--- src/rtl/video_downscale_capture_pkg.sv ---
// Shared constants and types for the 28x28 downscale capture path.
// The display controller reads the same buffer geometry from here.
package video_downscale_capture_pkg;

    localparam int H_RES        = 1920;
    localparam int V_RES        = 1080;
    localparam int D_DIM        = 28;
    localparam int D_SIZE       = D_DIM * D_DIM;
    localparam int BLK_LOG2     = 5;
    localparam int CROP_H_START = 512;
    localparam int CROP_V_START = 92;

    localparam int PIX_W  = 24;
    localparam int GRAY_W = 8;
    localparam int ADDR_W = 10;

    typedef enum logic [1:0] {
        ST_IDLE,
        ST_WAIT_SOF,
        ST_CAPTURE,
        ST_DONE
    } cap_state_t;

endpackage

--- src/rtl/video_downscale_capture_if.sv ---
// Pixel stream in, capture control, and downscale buffer write port.
interface video_downscale_capture_if;
    import video_downscale_capture_pkg::*;

    logic              data_valid_i;
    logic [PIX_W-1:0]  data_i;
    logic              capture_req_i;
    logic              busy_o;
    logic              done_o;
    logic              wr_en_o;
    logic [ADDR_W-1:0] wr_addr_o;
    logic [GRAY_W-1:0] wr_data_o;

    // Video source / controller side.
    modport master (
        output data_valid_i, data_i, capture_req_i,
        input  busy_o, done_o, wr_en_o, wr_addr_o, wr_data_o
    );

    // Capture block side.
    modport slave (
        input  data_valid_i, data_i, capture_req_i,
        output busy_o, done_o, wr_en_o, wr_addr_o, wr_data_o
    );

endinterface

--- src/rtl/video_downscale_capture_gray.sv ---
// Registered RGB to 8-bit grayscale: (R + 2G + B) >> 2, optionally inverted.
module rgb_to_gray #(
    parameter bit INVERT = 1'b0
) (
    input  logic                                           clk,
    input  logic                                           reset_n,
    input  logic                                           en,
    input  logic [video_downscale_capture_pkg::PIX_W-1:0]  rgb,
    output logic [video_downscale_capture_pkg::GRAY_W-1:0] gray
);
    import video_downscale_capture_pkg::*;

    logic [GRAY_W+1:0] sum;
    logic [GRAY_W-1:0] gray_nx;

    assign sum     = (GRAY_W+2)'(rgb[23:16]) + {1'b0, rgb[15:8], 1'b0} + (GRAY_W+2)'(rgb[7:0]);
    assign gray_nx = INVERT ? ~sum[GRAY_W+1:2] : sum[GRAY_W+1:2];

    // Load the converted pixel only when a pixel is accepted.
    always_ff @(posedge clk) begin
        // NOTE: sequential state uses non-blocking assignments so every register samples pre-edge values.
        if (!reset_n) begin
            gray <= '0;
        end else if (en) begin
            gray <= gray_nx;
        end
    end

endmodule

--- src/rtl/video_downscale_capture.sv ---
// Crops a centred window of the pixel stream, averages each block to one
// gray pixel and writes the D_DIM x D_DIM image once per capture request.
module video_downscale_capture #(
    parameter int H_RES        = video_downscale_capture_pkg::H_RES,
    parameter int V_RES        = video_downscale_capture_pkg::V_RES,
    parameter int D_DIM        = video_downscale_capture_pkg::D_DIM,
    parameter int BLK_LOG2     = video_downscale_capture_pkg::BLK_LOG2,
    parameter int CROP_H_START = video_downscale_capture_pkg::CROP_H_START,
    parameter int CROP_V_START = video_downscale_capture_pkg::CROP_V_START,
    parameter bit INVERT       = 1'b0
) (
    input  logic                      clk,
    input  logic                      reset_n,
    video_downscale_capture_if.slave  bus
);
    import video_downscale_capture_pkg::*;

    localparam int CROP_DIM = D_DIM << BLK_LOG2;
    localparam int OUT_SIZE = D_DIM * D_DIM;
    localparam int H_W      = $clog2(H_RES);
    localparam int V_W      = $clog2(V_RES);
    localparam int BX_W     = (D_DIM > 1) ? $clog2(D_DIM) : 1;
    localparam int ACC_W    = GRAY_W + 2 * BLK_LOG2;

    localparam logic [H_W-1:0]      H_LAST       = H_W'(H_RES - 1);
    localparam logic [V_W-1:0]      V_LAST       = V_W'(V_RES - 1);
    localparam logic [H_W-1:0]      H_CROP_FIRST = H_W'(CROP_H_START);
    localparam logic [H_W-1:0]      H_CROP_LAST  = H_W'(CROP_H_START + CROP_DIM - 1);
    localparam logic [V_W-1:0]      V_CROP_FIRST = V_W'(CROP_V_START);
    localparam logic [V_W-1:0]      V_CROP_LAST  = V_W'(CROP_V_START + CROP_DIM - 1);
    localparam logic [BLK_LOG2-1:0] P_LAST       = '1;
    localparam logic [BX_W-1:0]     B_LAST       = BX_W'(D_DIM - 1);
    localparam logic [ADDR_W-1:0]   ADDR_LAST    = ADDR_W'(OUT_SIZE - 1);

    cap_state_t state, state_nx;

    logic [H_W-1:0]      h;
    logic [V_W-1:0]      v;
    logic [BLK_LOG2-1:0] px, py;
    logic [BX_W-1:0]     bx, by;
    logic                line_end, h_in, v_in, sof, take;

    logic                s1_valid, s1_first, s1_last;
    logic [BX_W-1:0]     s1_bx;
    logic [GRAY_W-1:0]   s1_gray;

    logic [ACC_W-1:0]    acc [D_DIM];
    logic [ACC_W-1:0]    blk_sum;
    logic                wr_fire;
    logic [ADDR_W-1:0]   addr_cnt;

    logic                wr_en_q, busy_q, done_q, busy_d, done_d;
    logic [ADDR_W-1:0]   wr_addr_q;
    logic [GRAY_W-1:0]   wr_data_q;

    assign line_end = (h == H_LAST);
    assign h_in     = (h >= H_CROP_FIRST) && (h <= H_CROP_LAST);
    assign v_in     = (v >= V_CROP_FIRST) && (v <= V_CROP_LAST);
    assign sof      = bus.data_valid_i && (h == '0) && (v == '0);

    // A pixel enters the pipeline only while capturing (the SOF pixel itself included).
    assign take = bus.data_valid_i && h_in && v_in &&
                  ((state == ST_CAPTURE) || ((state == ST_WAIT_SOF) && sof));

    // Raster position of the pixel currently on data_i; moves only on valid pixels.
    always_ff @(posedge clk) begin
        if (!reset_n) begin
            h <= '0;
            v <= '0;
        end else if (bus.data_valid_i) begin
            if (line_end) begin
                h <= '0;
                v <= (v == V_LAST) ? '0 : v + 1'b1;
            end else begin
                h <= h + 1'b1;
            end
        end
    end

    // In-crop block coordinates, stepped alongside h/v so no divider is needed.
    always_ff @(posedge clk) begin
        if (!reset_n) begin
            px <= '0;
            bx <= '0;
            py <= '0;
            by <= '0;
        end else if (bus.data_valid_i) begin
            if (line_end) begin
                px <= '0;
                bx <= '0;
                if (v == V_LAST) begin
                    py <= '0;
                    by <= '0;
                end else if (v_in) begin
                    py <= py + 1'b1;
                    if (py == P_LAST) by <= (by == B_LAST) ? '0 : by + 1'b1;
                end
            end else if (h_in) begin
                px <= px + 1'b1;
                if (px == P_LAST) bx <= (bx == B_LAST) ? '0 : bx + 1'b1;
            end
        end
    end

    rgb_to_gray #(.INVERT(INVERT)) u_gray (
        .clk     (clk),
        .reset_n (reset_n),
        .en      (take),
        .rgb     (bus.data_i),
        .gray    (s1_gray)
    );

    // Stage 1: block-position flags travel with the registered gray value.
    always_ff @(posedge clk) begin
        if (!reset_n) begin
            s1_valid <= 1'b0;
            s1_first <= 1'b0;
            s1_last  <= 1'b0;
            s1_bx    <= '0;
        end else begin
            s1_valid <= take;
            if (take) begin
                s1_first <= (px == '0) && (py == '0);
                s1_last  <= (px == P_LAST) && (py == P_LAST);
                s1_bx    <= bx;
            end
        end
    end

    assign blk_sum = acc[s1_bx] + ACC_W'(s1_gray);
    assign wr_fire = s1_valid && s1_last;

    // Stage 2: one running sum per block column, restarted at each block's first pixel.
    always_ff @(posedge clk) begin
        // NOTE: the accumulator array is cleared on reset; it is small and a known start keeps write data deterministic.
        if (!reset_n) begin
            for (int i = 0; i < D_DIM; i++) acc[i] <= '0;
        end else if (s1_valid) begin
            acc[s1_bx] <= s1_first ? ACC_W'(s1_gray) : blk_sum;
        end
    end

    // Buffer write: block average plus running raster address.
    always_ff @(posedge clk) begin
        if (!reset_n) begin
            wr_en_q   <= 1'b0;
            wr_addr_q <= '0;
            wr_data_q <= '0;
            addr_cnt  <= '0;
        end else begin
            wr_en_q <= wr_fire;
            if (wr_fire) begin
                wr_addr_q <= addr_cnt;
                wr_data_q <= blk_sum[ACC_W-1:2*BLK_LOG2];
                addr_cnt  <= (addr_cnt == ADDR_LAST) ? '0 : addr_cnt + 1'b1;
            end else if (state == ST_IDLE) begin
                addr_cnt <= '0;
            end
        end
    end

    // FSM state register.
    always_ff @(posedge clk) begin
        if (!reset_n) state <= ST_IDLE;
        else          state <= state_nx;
    end

    // FSM next-state logic.
    always_comb begin
        // NOTE: default assignment first so no path leaves state_nx unassigned and infers a latch.
        state_nx = state;
        case (state)
            ST_IDLE:     if (bus.capture_req_i) state_nx = ST_WAIT_SOF;
            ST_WAIT_SOF: if (sof) state_nx = ST_CAPTURE;
            ST_CAPTURE:  if (wr_fire && (addr_cnt == ADDR_LAST)) state_nx = ST_DONE;
            ST_DONE:     state_nx = ST_IDLE;
            default:     state_nx = ST_IDLE;
        endcase
    end

    // FSM output decode of the current state.
    always_comb begin
        busy_d = (state == ST_WAIT_SOF) || (state == ST_CAPTURE);
        done_d = (state == ST_DONE);
    end

    // Registered status outputs.
    always_ff @(posedge clk) begin
        if (!reset_n) begin
            busy_q <= 1'b0;
            done_q <= 1'b0;
        end else begin
            busy_q <= busy_d;
            done_q <= done_d;
        end
    end

    assign bus.busy_o    = busy_q;
    assign bus.done_o    = done_q;
    assign bus.wr_en_o   = wr_en_q;
    assign bus.wr_addr_o = wr_addr_q;
    assign bus.wr_data_o = wr_data_q;

endmodule
--- src/flat_wrapper.sv ---
// flat-port wrapper written by rule: the top's interface ports become plain ports
module video_downscale_capture_flat import video_downscale_capture_pkg::*;
#(
    parameter int H_RES        = video_downscale_capture_pkg::H_RES,
    parameter int V_RES        = video_downscale_capture_pkg::V_RES,
    parameter int D_DIM        = video_downscale_capture_pkg::D_DIM,
    parameter int BLK_LOG2     = video_downscale_capture_pkg::BLK_LOG2,
    parameter int CROP_H_START = video_downscale_capture_pkg::CROP_H_START,
    parameter int CROP_V_START = video_downscale_capture_pkg::CROP_V_START,
    parameter bit INVERT       = 1'b0
)
  (clk, reset_n, bus_data_valid_i, bus_data_i, bus_capture_req_i, bus_busy_o, bus_done_o, bus_wr_en_o, bus_wr_addr_o, bus_wr_data_o);
  video_downscale_capture_if bus_i ();
  input  logic clk;
  input  logic reset_n;
  input wire logic [$bits(bus_i.data_valid_i)-1:0] bus_data_valid_i;
  input wire logic [$bits(bus_i.data_i)-1:0] bus_data_i;
  input wire logic [$bits(bus_i.capture_req_i)-1:0] bus_capture_req_i;
  output wire logic [$bits(bus_i.busy_o)-1:0] bus_busy_o;
  output wire logic [$bits(bus_i.done_o)-1:0] bus_done_o;
  output wire logic [$bits(bus_i.wr_en_o)-1:0] bus_wr_en_o;
  output wire logic [$bits(bus_i.wr_addr_o)-1:0] bus_wr_addr_o;
  output wire logic [$bits(bus_i.wr_data_o)-1:0] bus_wr_data_o;
  assign bus_i.data_valid_i = bus_data_valid_i;
  assign bus_i.data_i = bus_data_i;
  assign bus_i.capture_req_i = bus_capture_req_i;
  assign bus_busy_o = bus_i.busy_o;
  assign bus_done_o = bus_i.done_o;
  assign bus_wr_en_o = bus_i.wr_en_o;
  assign bus_wr_addr_o = bus_i.wr_addr_o;
  assign bus_wr_data_o = bus_i.wr_data_o;
  video_downscale_capture #(.H_RES(H_RES), .V_RES(V_RES), .D_DIM(D_DIM), .BLK_LOG2(BLK_LOG2), .CROP_H_START(CROP_H_START), .CROP_V_START(CROP_V_START), .INVERT(INVERT)) u_core (.clk(clk), .reset_n(reset_n), .bus(bus_i));
endmodule
--- config.mk ---
export PLATFORM = sky130hd
export DESIGN_NAME = video_downscale_capture_flat
export DESIGN_NICKNAME = d
export VERILOG_FILES = /design/src/rtl/video_downscale_capture_pkg.sv /design/src/rtl/video_downscale_capture_if.sv /design/src/rtl/video_downscale_capture_gray.sv /design/src/rtl/video_downscale_capture.sv /design/src/flat_wrapper.sv
export SDC_FILE = /design/constraint.sdc
export NUM_CORES = 1
export LEC_CHECK = 0
export ABC_AREA = 1
export CORE_MARGIN = 1
export CORE_UTILIZATION = 50
export CTS_CLUSTER_DIAMETER = 40
export DETAILED_ROUTE_END_ITERATION = 10
export GPL_TIMING_DRIVEN = 1
export PLACE_DENSITY = 0.75
export REMOVE_ABC_BUFFERS = 1
export SYNTH_ARGS = -nofsm -noshare
export SYNTH_HDL_FRONTEND = slang
export SYNTH_SLANG_ARGS = --single-unit
--- constraint.sdc ---
create_clock -name clk -period 6.3 [get_ports clk]
set_input_delay 0.63 -clock clk [delete_from_list [all_inputs] [get_ports clk]]
set_output_delay 0.63 -clock clk [all_outputs]
set_load 0.05 [all_outputs]
# Word-level counts from Yosys, hierarchy flattened

Memories as Yosys holds them, arrays and structs flattened. A register that Yosys moved wholly into a read port is not among the register bits.
Cells that the tools add are included.

Output and inout port bits: 21
Latch bits: 0
Memories: 1
Logic and storage cells: 99
Memory bits (read-only): 0
Bits in writable memories: 504
Bits in registers: 86
Input bits: 28

Memories:

| name       | depth | width | read ports | clocked after memory_dff | wr ports | line                          | RTL |
|---|---|---|---|---|---|---|---|
| u_core.acc | 28    | 18    | 1          | 1                        | 28       | video_downscale_capture.sv:47 | `logic [ACC_W-1:0] acc [D_DIM];` |

Multipliers: 0
Reduce and logical (&&, ||, !) cells: 29
Eq/ne operators: 12
Div/mod/pow operators: 0
Shifts and indexed selects: 0
Mux-type cells: 27
$add $sub $neg: 9
Bitwise logic cells: 0
$lt $le $gt $ge: 4

Operators with widths:

| kind                                                                | count |
|---|---|
| 2-to-1 mux 5 bit                                                    | 11 |
| 2-to-1 mux 18 bit                                                   | 2 |
| 2-to-1 mux 10 bit                                                   | 3 |
| adder 11 x 1 -> 11 bit, second input constant                       | 2 |
| equality test 11 bit, second input constant                         | 2 |
| logical NOT 11 bit                                                  | 2 |
| 2-to-1 mux 11 bit                                                   | 2 |
| adder 18 x 8 -> 18 bit                                              | 1 |
| OR reduction 18 bit                                                 | 1 |
| adder 5 x 1 -> 5 bit, second input constant                         | 3 |
| equality test 5 bit, second input constant                          | 3 |
| logical AND 1 bit                                                   | 12 |
| greater-or-equal comparator 11 x 10 -> 1 bit, second input constant | 1 |
| greater-or-equal comparator 11 x 7 -> 1 bit, second input constant  | 1 |
| <= comparator 11 x 10 -> 1 bit, second input constant               | 1 |
| <= comparator 11 bit, second input constant                         | 1 |
| adder 10 x 1 -> 10 bit, second input constant                       | 1 |
| adder 10 x 8 -> 10 bit                                              | 1 |
| adder 8 x 9 -> 10 bit                                               | 1 |
| equality test 10 bit, second input constant                         | 1 |
| logical NOT 5 bit                                                   | 2 |
| AND reduction 3 bit                                                 | 3 |
| case mux 2 bit (4 select lines)                                     | 1 |
| nonzero test 2 bit                                                  | 4 |
| other kinds (9)                                                     | 19 |

# Logic depth before layout (Yosys ltp)

Word-level depth: 8
Mapped depth: 30
Gate-level depth less buffers: 22

# By module

Synthesis repeated with hierarchy kept, for this count alone.

Cell total of the unflattened synthesis: 3156
Area total of the unflattened synthesis: 30663.2 µm²

Modules (own cells, without submodules):

| module                  | area each (µm²) | sequential area each (µm²) | times used | cells an instance |
|---|---|---|---|---|
| video_downscale_capture | 29862.4         | 18958.2                    | 1          | 3048 |
| rgb_to_gray             | 800.8           | 160.2                      | 1          | 108 |

# Least setup slack after synthesis

Ideal clock, no wire load.

Path type: register -> register
Start point: register with a tool-made name
End point: memory u_core.acc[28][14] (netlist name) (data pin)
Period minus slack after synthesis: 4.322 ns
Setup slack: 1.978 ns
Setup time: 0.261 ns
Required time: 6.039 ns
Data arrival time: 4.061 ns
Stages on the path, launching flop included: 30
Path through: dfxtp_1 > buf_6 > inv_8 > buf_4 > buf_4 > buf_2 > buf_4 > buf_2 > buf_2 > o21ai_0 > o221ai_1 > nand3_1 > a32oi_1 > ha_1 > inv_1 > fa_1 > nor2_1 > inv_1 > o21ai_0 > nand4_1 > o211ai_1 > nand2_1 > nor2_2 > nand3_1 > nand2_1 > nand2_1 > nand2_1 > buf_4 > buf_6 > inv_1

RTL lines:

| element       | line |
|---|---|
| end, declared | video_downscale_capture.sv:47 |

==> impl_metrics.env <==
export IMPL_synth_cell_types=47
export IMPL_drt_iter0_drc=3172
export IMPL_wl_met1_mm=33.3
export IMPL_rows=90
export IMPL_post_cts_resized=0
export IMPL_die_x_um=250
export IMPL_ant_nets=0
export IMPL_synth_top_area_share=0.564
export IMPL_diodes=0
export IMPL_seq_power_share=0.467
export IMPL_slew_violations=0
export IMPL_routedWlPerCell_um=21.6
export IMPL_cts_root_buf="clkbuf_16"
export IMPL_internal_power_uw=8200
export IMPL_reg2regPathDepth=20
export IMPL_synth_seq_cells=667
export IMPL_overflow=0
export IMPL_layout_min_cycle_time_ns=5.28
export IMPL_post_cts_setup_buffers=0
export IMPL_cp_data_arrival_time_ns=5.76
export IMPL_dpl_hpwl_mm=50.5
export IMPL_finalWirelength_mm=86.4
export IMPL_fill_cells=4917
export IMPL_place_area_sq_mm=0.0317
export IMPL_fin_skew_ns=0.0333
export IMPL_pre_cts_ws_ns=1.27
export IMPL_grt_pass1_wl_mm=131
export IMPL_numCtsBuffers=91
export IMPL_ir_drop_uv=271
export IMPL_power_switching_uw=2390
export IMPL_cp_endpoint="u_core.acc[4][16]"
export IMPL_clock_path_buffers=3
export IMPL_antenna_found_initial=0
export IMPL_critical_path_class="reg2reg"
export IMPL_fmax_mhz=189
export IMPL_met3_length_mm=10.4
export IMPL_synth_ff_type="edfxtp_1"
export IMPL_rsz0062_at_grt="false"
export IMPL_die_area_sq_mm=0.0623
export IMPL_clkTransAtPathRegs_ns=0.06
export IMPL_swShare=0.225
export IMPL_synth_async_reset_ratio=0
export IMPL_initial_core_util=0.507
export IMPL_slew_headroom=0.256
export IMPL_layout_drive_gt1_share=0.0931
export IMPL_ios=49
export IMPL_highest_layer="met4"
export IMPL_vias_per_cell=5.95
export IMPL_combPwrFrac=0.039
export IMPL_port_buffers=48
export IMPL_first_pass_iters=6
export IMPL_nets=3201
export IMPL_clock_sinks=667
export IMPL_cts_hold_buffers=0
export IMPL_worstSetupEndpointType="flop"
export IMPL_max_slew_worst_pin_slew_ns=1.11
export IMPL_vias=23800
export IMPL_status="finished, final reports clean"
export IMPL_final_area_sq_mm=0.0348
export IMPL_clk_latency_ns=0.65
export IMPL_setup_viol=0
export IMPL_yosysWarnings=0
export IMPL_avgSynthCellArea_sq_um=9.79
export IMPL_r2r_end="u_core.acc[4][16]"
export IMPL_p_total_uw=10600
export IMPL_r2r_slack_ns=1.02
export IMPL_clkPwrFrac=0.494
export IMPL_synthTopCellsByArea="edfxtp_1 (56%), nor2_1 (8.6%), nand2_1 (7.4%)"
export IMPL_synth_area_sq_mm=0.0307
export IMPL_coreArea_sq_mm=0.0605
export IMPL_grt_max_degree=117
export IMPL_fin_ws_ns=1.02
export IMPL_synthCells=3131
export IMPL_cp_start_kind="flop"
export IMPL_area_delta_synth_final_pct=13.6
export IMPL_cap_violations=0
export IMPL_powerDensity_mw_per_mm2=304
export IMPL_chipHeight_um=250
export IMPL_track_usage=0.275
export IMPL_cts_tree="built"
export IMPL_yosysSeqAreaShare=0.624
export IMPL_gp_congestion=0.921
export IMPL_synth_edf_count=576
export IMPL_h_tree_depth=3
export IMPL_synth_area_leader_cell="edfxtp_1"
export IMPL_power_leakage_uw=0.0129
export IMPL_grt_pass1_vias=22400
export IMPL_holdCritPathClass="reg2reg"
export IMPL_fin_tns_setup_ns=0
export IMPL_cp_required_ns=6.78
export IMPL_period_share=0.838
export IMPL_wl_met2_mm=38.5
export IMPL_final_hold_viol_count=0
export IMPL_drc=0
export IMPL_crit_fanout=59
worst min path at each step:
stage                            start            endpoint  depth (start not counted)
finish              u_core.addr_cnt[6]  u_core.addr_cnt[6]                          2
CTS                 u_core.addr_cnt[6]  u_core.addr_cnt[6]                          2
detailed placement  u_core.addr_cnt[6]  u_core.addr_cnt[6]                          2
global placement    u_core.addr_cnt[6]  u_core.addr_cnt[6]                          2
floorplan           u_core.addr_cnt[6]  u_core.addr_cnt[6]                          2
global route        u_core.addr_cnt[6]  u_core.addr_cnt[6]                          2
layout make-up:
type,count,area (sq um),area share
Multi-Input combinational cell,2135,10000,0.288
Timing Repair Buffer,123,1140,0.0327
Clock buffer,104,2350,0.0674
Tap cell,782,978,0.0281
Inverter,115,442,0.0127
Sequential cell,667,19100,0.549
Clock inverter,67,777,0.0223
state kept, by name, indices dropped and copies added (netlist names), named ones only:
register              count
u_core.bus.done_o         1
u_core.bx                 5
u_core.px                 5
u_core.state              2
u_core.bus.wr_addr_o     10
u_core.s1_last            1
u_core.bus.wr_en_o        1
u_core.bus.busy_o         1
u_core.acc              576
u_core.v                 11
u_core.h                 11
u_core.py                 5
u_core.bus.wr_data_o      8
u_core.u_gray.gray        8
u_core.addr_cnt          10
u_core.s1_valid           1
u_core.s1_bx              5
u_core.s1_first           1
per-layer routing:
metal	track usage	vias to the layer above
met1	0.380	11300
met5	0	-
li1	-	10700
met3	0.0542	231
met2	0.418	1507
met4	0.130	0
cells in the mapped netlist (3+ instances only):
cell        n
a211oi_1    6
a21oi_1    70
a31oi_1     8
a32oi_1     5
buf_1      18
buf_2      51
buf_4      28
buf_6      18
clkbuf_1   97
dfxtp_1    91
edfxtp_1  576
fa_1        9
ha_1       31
inv_1     103
inv_2       9
nand2_1   608
nand2_2     5
nand3_1   269
nand3b_1    4
nand4_1    13
nor2_1    699
nor2_2     26
nor2_4     10
nor3_1     25
nor4_1     11
o211ai_1    6
o21ai_0   214
o21ai_1     3
o21bai_1    3
o221ai_1   51
o22ai_1    18
or2_2       6
xnor2_1     8
xor2_1     12
worst max-delay path, cell delays in order (launching register included):
cell	delay (ns)
dfxtp_4	0.55
buf_4	0.57
o21ai_0	0.20
o221ai_1	0.20
a31oi_1	0.29
a32oi_1	0.29
ha_1	0.20
inv_1	0.05
fa_1	0.38
nor2_1	0.11
inv_1	0.05
o21ai_0	0.30
nand4_1	0.14
o211ai_1	0.18
nand3_2	0.14
nor2_2	0.14
nand2_1	0.06
nand2_1	0.07
nand3_1	0.60
buf_12	0.43
nor2_1	0.10
kinds of logic after synthesis:
kind of cell / Yosys count / share of synthesized area
adder cells (fa/ha/maj): 40 / 0.0185
XOR/XNOR: 20 / 0.00571
flip-flops: 667 / 0.624
buffers and inverters: 329 / 0.0512
AO/OA/AOI/OAI: 394 / 0.0745
AND/OR/NAND/NOR: 1681 / 0.227
power by group through the flow:
stage / Combinational (uW) / Sequential [uW] / Clock, uW
5_1_grt: 448 / 4950 / 5460
3_3_place_gp: 400 / 5030 / 0
3_5_place_dp: 407 / 5030 / 0
2_1_floorplan: 233 / 5030 / 0
4_1_cts: 410 / 4940 / 5260
6_report: 412 / 4940 / 5240
through the flow:
stage                     hold slack [ns]  utilization  std cells
after floorplan                     0.445            -       2917
after global placement              0.454        0.524       3822
after detailed placement            0.466        0.524       3822
after CTS                           0.474        0.576       3993
after global routing                0.488        0.576       3993
final                               0.474        0.576       3993
cell usage in the layout, fill, tap and decap left out, types with 5 or more instances in the layout:
cell type,n
xnor2_1,8
xor2_1,12
inv_6,12
clkinv_1,11
nor3_1,24
o22ai_1,18
nand2_1,608
buf_12,8
or2_2,6
nor2_1,699
nand2_2,5
o21ai_0,211
clkinv_4,10
nor2_2,26
ha_1,31
inv_8,6
nor4_1,7
inv_1,103
a211oi_1,6
nor2_4,10
a31oi_1,8
fa_1,9
clkdlybuf4s50_1,47
clkinvlp_4,15
o211ai_1,6
a32oi_1,5
o221ai_1,51
a21oi_1,70
inv_2,8
bufinv_16,11
edfxtp_1,576
clkbuf_16,92
nand3_1,268
buf_4,67
clkbuf_1,12
dfxtp_1,88
nand4_1,13
Note: power is estimated with default switching activity, not from simulation.
